**config.mk**
```make
export PLATFORM = sky130hd
export DESIGN_NAME = i2s_rx
export DESIGN_NICKNAME = d
export VERILOG_FILES = /design/src/rtl/audio_pkg.sv /design/src/rtl/sync_edge.sv /design/src/rtl/i2s_rx.sv
export SDC_FILE = /design/constraint.sdc
export NUM_CORES = 1
export LEC_CHECK = 0
export BUFFER_PORTS_ARGS = -buffer_cell sky130_fd_sc_hd__buf_2
export CORE_ASPECT_RATIO = 2
export CORE_MARGIN = 3
export CORE_UTILIZATION = 45
export DETAILED_ROUTE_END_ITERATION = 8
export HOLD_SLACK_MARGIN = 0.06
export SLEW_MARGIN = 20
export SYNTH_ARGS = -nofsm -noshare
export SYNTH_HDL_FRONTEND = slang
export SYNTH_SLANG_ARGS = --single-unit
```
**constraint.sdc**
```tcl
create_clock -name clk -period 2.4 [get_ports clk]
set_input_delay 0.72 -clock clk [delete_from_list [all_inputs] [get_ports clk]]
set_output_delay 0.72 -clock clk [all_outputs]
set_load 0.05 [all_outputs]
```
**src/rtl/audio_pkg.sv**
```systemverilog
// Shared audio definitions: receiver state encoding and I2S word-select levels.
package audio_pkg;

    typedef enum logic {
        SYNC = 1'b0,
        RUN  = 1'b1
    } rx_state_e;

    localparam logic LRCK_LEFT  = 1'b0;
    localparam logic LRCK_RIGHT = 1'b1;

endpackage

```
**src/rtl/sync_edge.sv**
```systemverilog
// Two-flop synchronizer for one asynchronous input, with a registered-level
// rising-edge pulse (one clk wide) derived from the synchronized level.
module sync_edge (
    input  logic clk,
    input  logic rst_n,
    input  logic async_i,
    output logic level_o,
    output logic rise_o
);

    logic meta_q;
    logic level_q;
    logic prev_q;

    // NOTE: flops use non-blocking assignments so every stage samples the
    // pre-edge value of its neighbour, forming a true shift chain.
    always_ff @(posedge clk or negedge rst_n) begin
        if (!rst_n) begin
            meta_q  <= 1'b0;
            level_q <= 1'b0;
            prev_q  <= 1'b0;
        end else begin
            meta_q  <= async_i;
            level_q <= meta_q;
            prev_q  <= level_q;
        end
    end

    assign level_o = level_q;
    assign rise_o  = level_q & ~prev_q;

endmodule

```
**src/rtl/i2s_rx.sv**
```systemverilog
// I2S receiver: oversamples bck/lrck/adata in clk and emits stereo sample pairs.
// Optional sticky frame-length check is enabled with macro I2S_RX_FRAME_CHECK_EN.
module i2s_rx
    import audio_pkg::*;
#(
    parameter int DATA_W = 24,
    parameter int SLOT_W = 32
) (
    input  logic              clk,
    input  logic              rst_n,
    input  logic              i_adc_bck,
    input  logic              i_adc_lrck,
    input  logic              i_adc_adata,
    output logic [DATA_W-1:0] o_left,
    output logic [DATA_W-1:0] o_right,
    output logic              o_valid,
    output logic              o_err
);

    localparam int                 SLOT_CW   = (SLOT_W > 1) ? $clog2(SLOT_W) : 1;
    localparam logic [SLOT_CW-1:0] SLOT_LAST = SLOT_CW'(SLOT_W - 1);

    logic bit_evt;
    logic bck_lvl;
    logic lrck_lvl;
    logic lrck_rise;
    logic adata_lvl;
    logic adata_rise;
    logic unused_sync;

    sync_edge u_sync_bck (
        .clk     (clk),
        .rst_n   (rst_n),
        .async_i (i_adc_bck),
        .level_o (bck_lvl),
        .rise_o  (bit_evt)
    );

    sync_edge u_sync_lrck (
        .clk     (clk),
        .rst_n   (rst_n),
        .async_i (i_adc_lrck),
        .level_o (lrck_lvl),
        .rise_o  (lrck_rise)
    );

    sync_edge u_sync_adata (
        .clk     (clk),
        .rst_n   (rst_n),
        .async_i (i_adc_adata),
        .level_o (adata_lvl),
        .rise_o  (adata_rise)
    );

    assign unused_sync = &{1'b0, bck_lvl, lrck_rise, adata_rise};

    rx_state_e          state_q, state_d;
    logic               run;
    logic               lrck_prev_q, lrck_prev_d;
    logic               prev_vld_q, prev_vld_d;
    logic               transition;
    logic [SLOT_CW-1:0] slot_q, slot_d;
    logic [DATA_W-1:0]  shreg_q, shreg_d;
    logic [DATA_W-1:0]  word_fin;
    logic [DATA_W-1:0]  left_hold_q, left_hold_d;
    logic               left_vld_q, left_vld_d;
    logic [DATA_W-1:0]  left_q, left_d;
    logic [DATA_W-1:0]  right_q, right_d;
    logic               valid_q, valid_d;

    // The very first bit event after reset only records lrck; it cannot be a transition.
    assign transition = bit_evt & prev_vld_q & (lrck_lvl != lrck_prev_q);

    always_ff @(posedge clk or negedge rst_n) begin
        if (!rst_n) begin
            state_q <= SYNC;
        end else begin
            state_q <= state_d;
        end
    end

    always_comb begin
        state_d = state_q;
        case (state_q)
            SYNC:    if (transition) state_d = RUN;
            RUN:     state_d = RUN;
            default: state_d = SYNC;
        endcase
    end

    always_comb begin
        run = 1'b0;
        case (state_q)
            SYNC:    run = 1'b0;
            RUN:     run = 1'b1;
            default: run = 1'b0;
        endcase
    end

    // Slot k lands at bit DATA_W-1-k; slots past DATA_W match nothing and are dropped.
    always_comb begin
        word_fin = shreg_q;
        for (int b = 0; b < DATA_W; b++) begin
            if (slot_q == SLOT_CW'(DATA_W - 1 - b)) begin
                word_fin[b] = adata_lvl;
            end
        end
    end

    // NOTE: every variable gets its hold value first so no path leaves it
    // unassigned, which would otherwise infer a latch.
    always_comb begin
        lrck_prev_d = lrck_prev_q;
        prev_vld_d  = prev_vld_q;
        slot_d      = slot_q;
        shreg_d     = shreg_q;
        left_hold_d = left_hold_q;
        left_vld_d  = left_vld_q;
        left_d      = left_q;
        right_d     = right_q;
        valid_d     = 1'b0;

        if (bit_evt) begin
            lrck_prev_d = lrck_lvl;
            prev_vld_d  = 1'b1;
            if (transition) begin
                // The transition bit is still the last slot of the channel that ended.
                slot_d  = '0;
                shreg_d = '0;
                if (lrck_prev_q == LRCK_LEFT) begin
                    left_hold_d = word_fin;
                    left_vld_d  = run;
                end else begin
                    if (left_vld_q && run) begin
                        left_d  = left_hold_q;
                        right_d = word_fin;
                        valid_d = 1'b1;
                    end
                    left_vld_d = 1'b0;
                end
            end else begin
                shreg_d = word_fin;
                if (slot_q != SLOT_LAST) begin
                    slot_d = slot_q + SLOT_CW'(1);
                end
            end
        end
    end

    // NOTE: the data-holding registers are reset along with control so a
    // mid-word reset can never leak a stale half word to the outputs.
    always_ff @(posedge clk or negedge rst_n) begin
        if (!rst_n) begin
            lrck_prev_q <= 1'b0;
            prev_vld_q  <= 1'b0;
            slot_q      <= '0;
            shreg_q     <= '0;
            left_hold_q <= '0;
            left_vld_q  <= 1'b0;
            left_q      <= '0;
            right_q     <= '0;
            valid_q     <= 1'b0;
        end else begin
            lrck_prev_q <= lrck_prev_d;
            prev_vld_q  <= prev_vld_d;
            slot_q      <= slot_d;
            shreg_q     <= shreg_d;
            left_hold_q <= left_hold_d;
            left_vld_q  <= left_vld_d;
            left_q      <= left_d;
            right_q     <= right_d;
            valid_q     <= valid_d;
        end
    end

    assign o_left  = left_q;
    assign o_right = right_q;
    assign o_valid = valid_q;

`ifdef I2S_RX_FRAME_CHECK_EN
    logic ovf_q, ovf_d;
    logic err_q, err_d;

    // ovf remembers that a channel ran past SLOT_W slots, since the counter saturates.
    always_comb begin
        ovf_d = ovf_q;
        err_d = err_q;
        if (bit_evt) begin
            if (transition) begin
                ovf_d = 1'b0;
                if (run && (ovf_q || (slot_q != SLOT_LAST))) begin
                    err_d = 1'b1;
                end
            end else if (slot_q == SLOT_LAST) begin
                ovf_d = 1'b1;
            end
        end
    end

    always_ff @(posedge clk or negedge rst_n) begin
        if (!rst_n) begin
            ovf_q <= 1'b0;
            err_q <= 1'b0;
        end else begin
            ovf_q <= ovf_d;
            err_q <= err_d;
        end
    end

    assign o_err = err_q;
`else
    assign o_err = 1'b0;
`endif

endmodule
```
# Word level (Yosys, flattened, before mapping)
# Index checks and enable logic that the tools add are counted.
# op_classes
addsub	1
n_eq_ne	25
muxes	35
n_bitwise	6
reduce_logical	7
# op_table
op	n
== test 5 x 4 -> 1 bit (second input constant)	8
== test 5 bit (second input constant)	8
2-to-1 mux 1 bit	30
2-to-1 mux 24 bit	1
== test 5 x 3 -> 1 bit (second input constant)	4
== test 5 x 2 -> 1 bit (second input constant)	2
2-to-1 mux 5 bit	2
adder 5 x 1 -> 5 bit (second input constant)	1
== test 5 x 1 -> 1 bit (second input constant)	1
logical NOT 5 bit	1
inequality test 5 bit (second input constant)	1
case mux 1 bit (2 select lines)	2
AND reduction 2 bit	2
AND reduction 4 bit	1
bitwise AND 1 bit	3
inverter 1 bit	3
AND reduction 3 bit	1
nonzero test 2 bit	1
logical AND 1 bit	1
inequality test 1 bit	1
# totals
reg_bits	113
inputBits	5
output_inout_bits	50
wordCells	91

# Logic depth before layout (Yosys ltp)
# logic_depth
depth_word	7
mapped_depth	7
ltp_nobuf	6

# Modules after synthesis
# Synthesis repeated with hierarchy kept, for this count alone.
# hier_totals
cells_unflattened	406
area_unflattened_um2	4963.5
# by_module_without_submodules
module	instances	cells_each	area_each_um2	seq_area_each_um2
i2s_rx	1	394	4697.0	2652.5
sync_edge	3	4	88.8	75.1

# Worst setup path before layout
# Ideal clock, no wire load.
# synth_path
path_type	flip-flop to flip-flop
from	reg slot_q[2]
to	reg slot_q[4]
setup_ns	0.094
t_arrival_ns	1.762
required_ns	2.306
path_slack_ns	0.544
stages_incl_launch_ff	8
path_buffers	2
period_less_slack_ns	1.856
path_cell_list	dfrtp_1 -> buf_6 -> buf_4 -> and3_1 -> ha_1 -> nor3b_1 -> nor2_1 -> a211oi_1
# synth_between
elab_chain_len	3
elab_cells_between_ends	6
cone_classes	add/sub (1); eq/ne (1); mux (2); reduce/logical (2)
# synth_lines
item	line_no	rtl
start: declaration	i2s_rx.sv:62	logic [SLOT_CW-1:0] slot_q, slot_d;
start signal: assignment	i2s_rx.sv:166	slot_q <= slot_d;
adder 5 x 1 -> 5 bit / inequality test 5 bit (equally long branches)	i2s_rx.sv:144, i2s_rx.sv:143	
2-to-1 mux 5 bit / nonzero test 2 bit (equally long branches)	--	
2-to-1 mux 5 bit / AND reduction 2 bit (equally long branches)	--	
# Several ways; a longest one is shown, not always the timed one. The select of a mux whose other input is x is not followed.
# A chain may end at the register's enable or synchronous reset.

# Final worst setup path
# layout_path
from	reg slot_q[0]
to	reg slot_q[4]
# The elaborated chain is that of the path after synthesis.

==> reports/results.tsv <==
metric	value	unit
area_delta_synth_final	22.14	%
path_clk_slew	0.05	ns
vias_per_cell	5.340	
die_width	79.06	um
drive_gt1_frac	0.4911	
die-area	12030	um^2
cts_root_buffer	clkbuf_16	
synthCells	321	
synthTopCellsByArea	dfrtp_1 59%, mux2_2 22%, a22o_1 4.2%	
synth.most_common_cell	dfrtp_1	
worstPathCellList	ha_1 > and3_1 > ha_1 > nor3b_1 > nor2_1 > a211oi_1	
synth_commonest_cells	113 x dfrtp_1, 92 x mux2_2, 23 x a22o_1, 11 x nor4bb_1, 9 x clkbuf_1	
cp_max_fo	7	
antenna_found_initial	0	
clk_path_buf_depth	2	
cts_hold_buf	0	
dr.pass1.iters	4	
setup_ws	0.3158	ns
vdd_ir_drop_max	0.7218	mV
cp.arrival	2.40	ns
critPathLaunchType	register	
tritoncts	built	
rows	52	
critPathMaxStageDelay	0.49	ns
ys_seq_area_frac	0.5887	
core	10280	um^2
worstHoldPathType	in -> async	
grt_first_pass_wirelength	15.73	mm
outcome	finished, final reports clean	
cp-end-kind	register	
final_net_count	393	
total_leakage_power	0.002963	uW
final-setup-viol-count	0	
grt_overflow	0	
initial_utilization	0.4673	
drv_slew	0	
grt_pass1_vias	3067	
cp_common_cell	ha_1	
grt_setup_unrepaired	false	
synth_edf_count	0	
relSlewSlack	0.4918	
skew	0.004593	ns
fmax	479.8	MHz
grt_max_degree	43	
clk_latency	0.41	ns
final_hold_viol_count	0	
slowest_stage	nor3b_1	
cellPowerDensity	1039	nW/um^2
io_pins	55	
synth-seq-cells	113	
globalplace.congestion	0.7750	
yosys_warnings	0	
port_buffers	53	
totalWireLength	9.039	mm
cts_inserted_buffers	17	
syn_avg_cell_area	14.96	um^2
die_y	152.1	um
h-tree-depth	4	
drtIter0Drc	80	
critPathRequiredTime	2.71	ns
cts_sinks	113	
n_antenna_cell	0	
netlist_area	4803	um^2
finalCriticalPeriod	2.084	ns
synth_largest_area_cell	dfrtp_1	
grt_use_total	0.1692	
cts_setup_buffers	0	
hold_slack	0.2492	ns
dp_worst_setup_slack	0.3222	ns
synth_ff_type	dfrtp_1	
cts_resized	0	
syn_nets	332	
period_share	0.8684	
synth_cell_type_count	38	
dr_total_vias	2830	
avgRoutedWirePerCell	17.05	um
worst_pin_slew	0.7623	ns
drv_cap	0	
critPathKind	reg -> reg	
dp_hpwl	5.966	mm
async_flop_share	1.000	
tns	0	ns
netlist.area_leader.share	0.5887	
p_total	6093	uW
utilization	0.5707	
ant_nets	0	
drc	0	
-- cells in the final DEF (no fill, tap or decap), types with 3 or more instances in the layout --
master / Yosys / routed
nor2_1: 3 / 3
clkbuf_16: 0 / 17
clkbuf_8: 0 / 3
clkinv_2: 0 / 4
buf_2: 1 / 52
nand2_1: 3 / 3
mux2_2: 92 / 92
dfrtp_1: 113 / 113
buf_12: 0 / 3
nor4bb_1: 11 / 11
buf_4: 7 / 9
inv_1: 5 / 5
mux2_1: 4 / 4
nor4b_1: 4 / 4
bufinv_16: 0 / 4
a22o_1: 23 / 23
ha_1: 6 / 6
nand4b_1: 7 / 7
-- logic make-up (layout without fill, tap and decap cells) --
kind of cell	count (synthesis)	after routing	synth area share
DFF	113	113	0.5887
muxes	96	96	0.2251
and+or+nand+nor	42	42	0.07528
AOI/OAI and AO/OA	33	33	0.05574
buffers and inverters	27	101	0.03178
adders and majority gates	6	6	0.01563
xor gates and xnor gates	3	3	0.007035
other	1	1	0.0007807
-- per-layer routing --
layer | global-route usage | part of all wire
met5 | 0 | 0
met4 | 0.08607 | 0.022
met3 | 0.04147 | 0.028
met2 | 0.2776 | 0.53
met1 | 0.2035 | 0.42
-- critical path: cells and delay by family, from the launching register on --
family / cells / cell delay [ns]
DFF: 1 / 0.42
AOI/OAI and AO/OA: 1 / 0.24
adders and majority gates: 2 / 0.56
and+or+nand+nor: 3 / 0.77
-- registers in the layout, indices dropped and copies added (netlist names), 5 cells and up --
signal / flops
left_hold_q: 24
o_left: 24
o_right: 24
shreg_q: 24
slot_q: 5
-- power by group --
group,switching (uW),internal [uW],leakage [uW]
logic,652,436,0.00113
clock network,858,1810,0.000310
registers,200,2130,0.00153
-- stage by stage --
step	instances	instance area, um^2
final	530	5867
after floorplan	321	4803
after CTS	530	5867
after detailed placement	498	5236
after global placement	498	5236
after global routing	530	5867
-- cell type report --
class	instances	area (um^2)
Timing Repair Buffer	64	387.9
Inverter	5	18.77
Multi-Input combinational cell	181	1833
Clock buffer	22	474.2
Fill cell	895	4413
Tap cell	135	168.9
Clock inverter	10	156.4
Sequential cell	113	2828
-- path summary, 6_finish.rpt --
path                                   startpoint                 end  slack [ns]  depth (start not counted)
worst min register to register  u_sync_bck.meta_q  u_sync_bck.level_o        0.35                          0
worst max register to register          slot_q[0]           slot_q[4]        0.32                          6
worst max-delay path                    slot_q[0]           slot_q[4]        0.32                          6
worst min-delay path                        rst_n           o_left[5]        0.25                          1
max in group asynchronous                   rst_n         shreg_q[20]        1.56                          2
min in group clk                u_sync_bck.meta_q  u_sync_bck.level_o        0.35                          0
(Power assumes the default switching activity.)
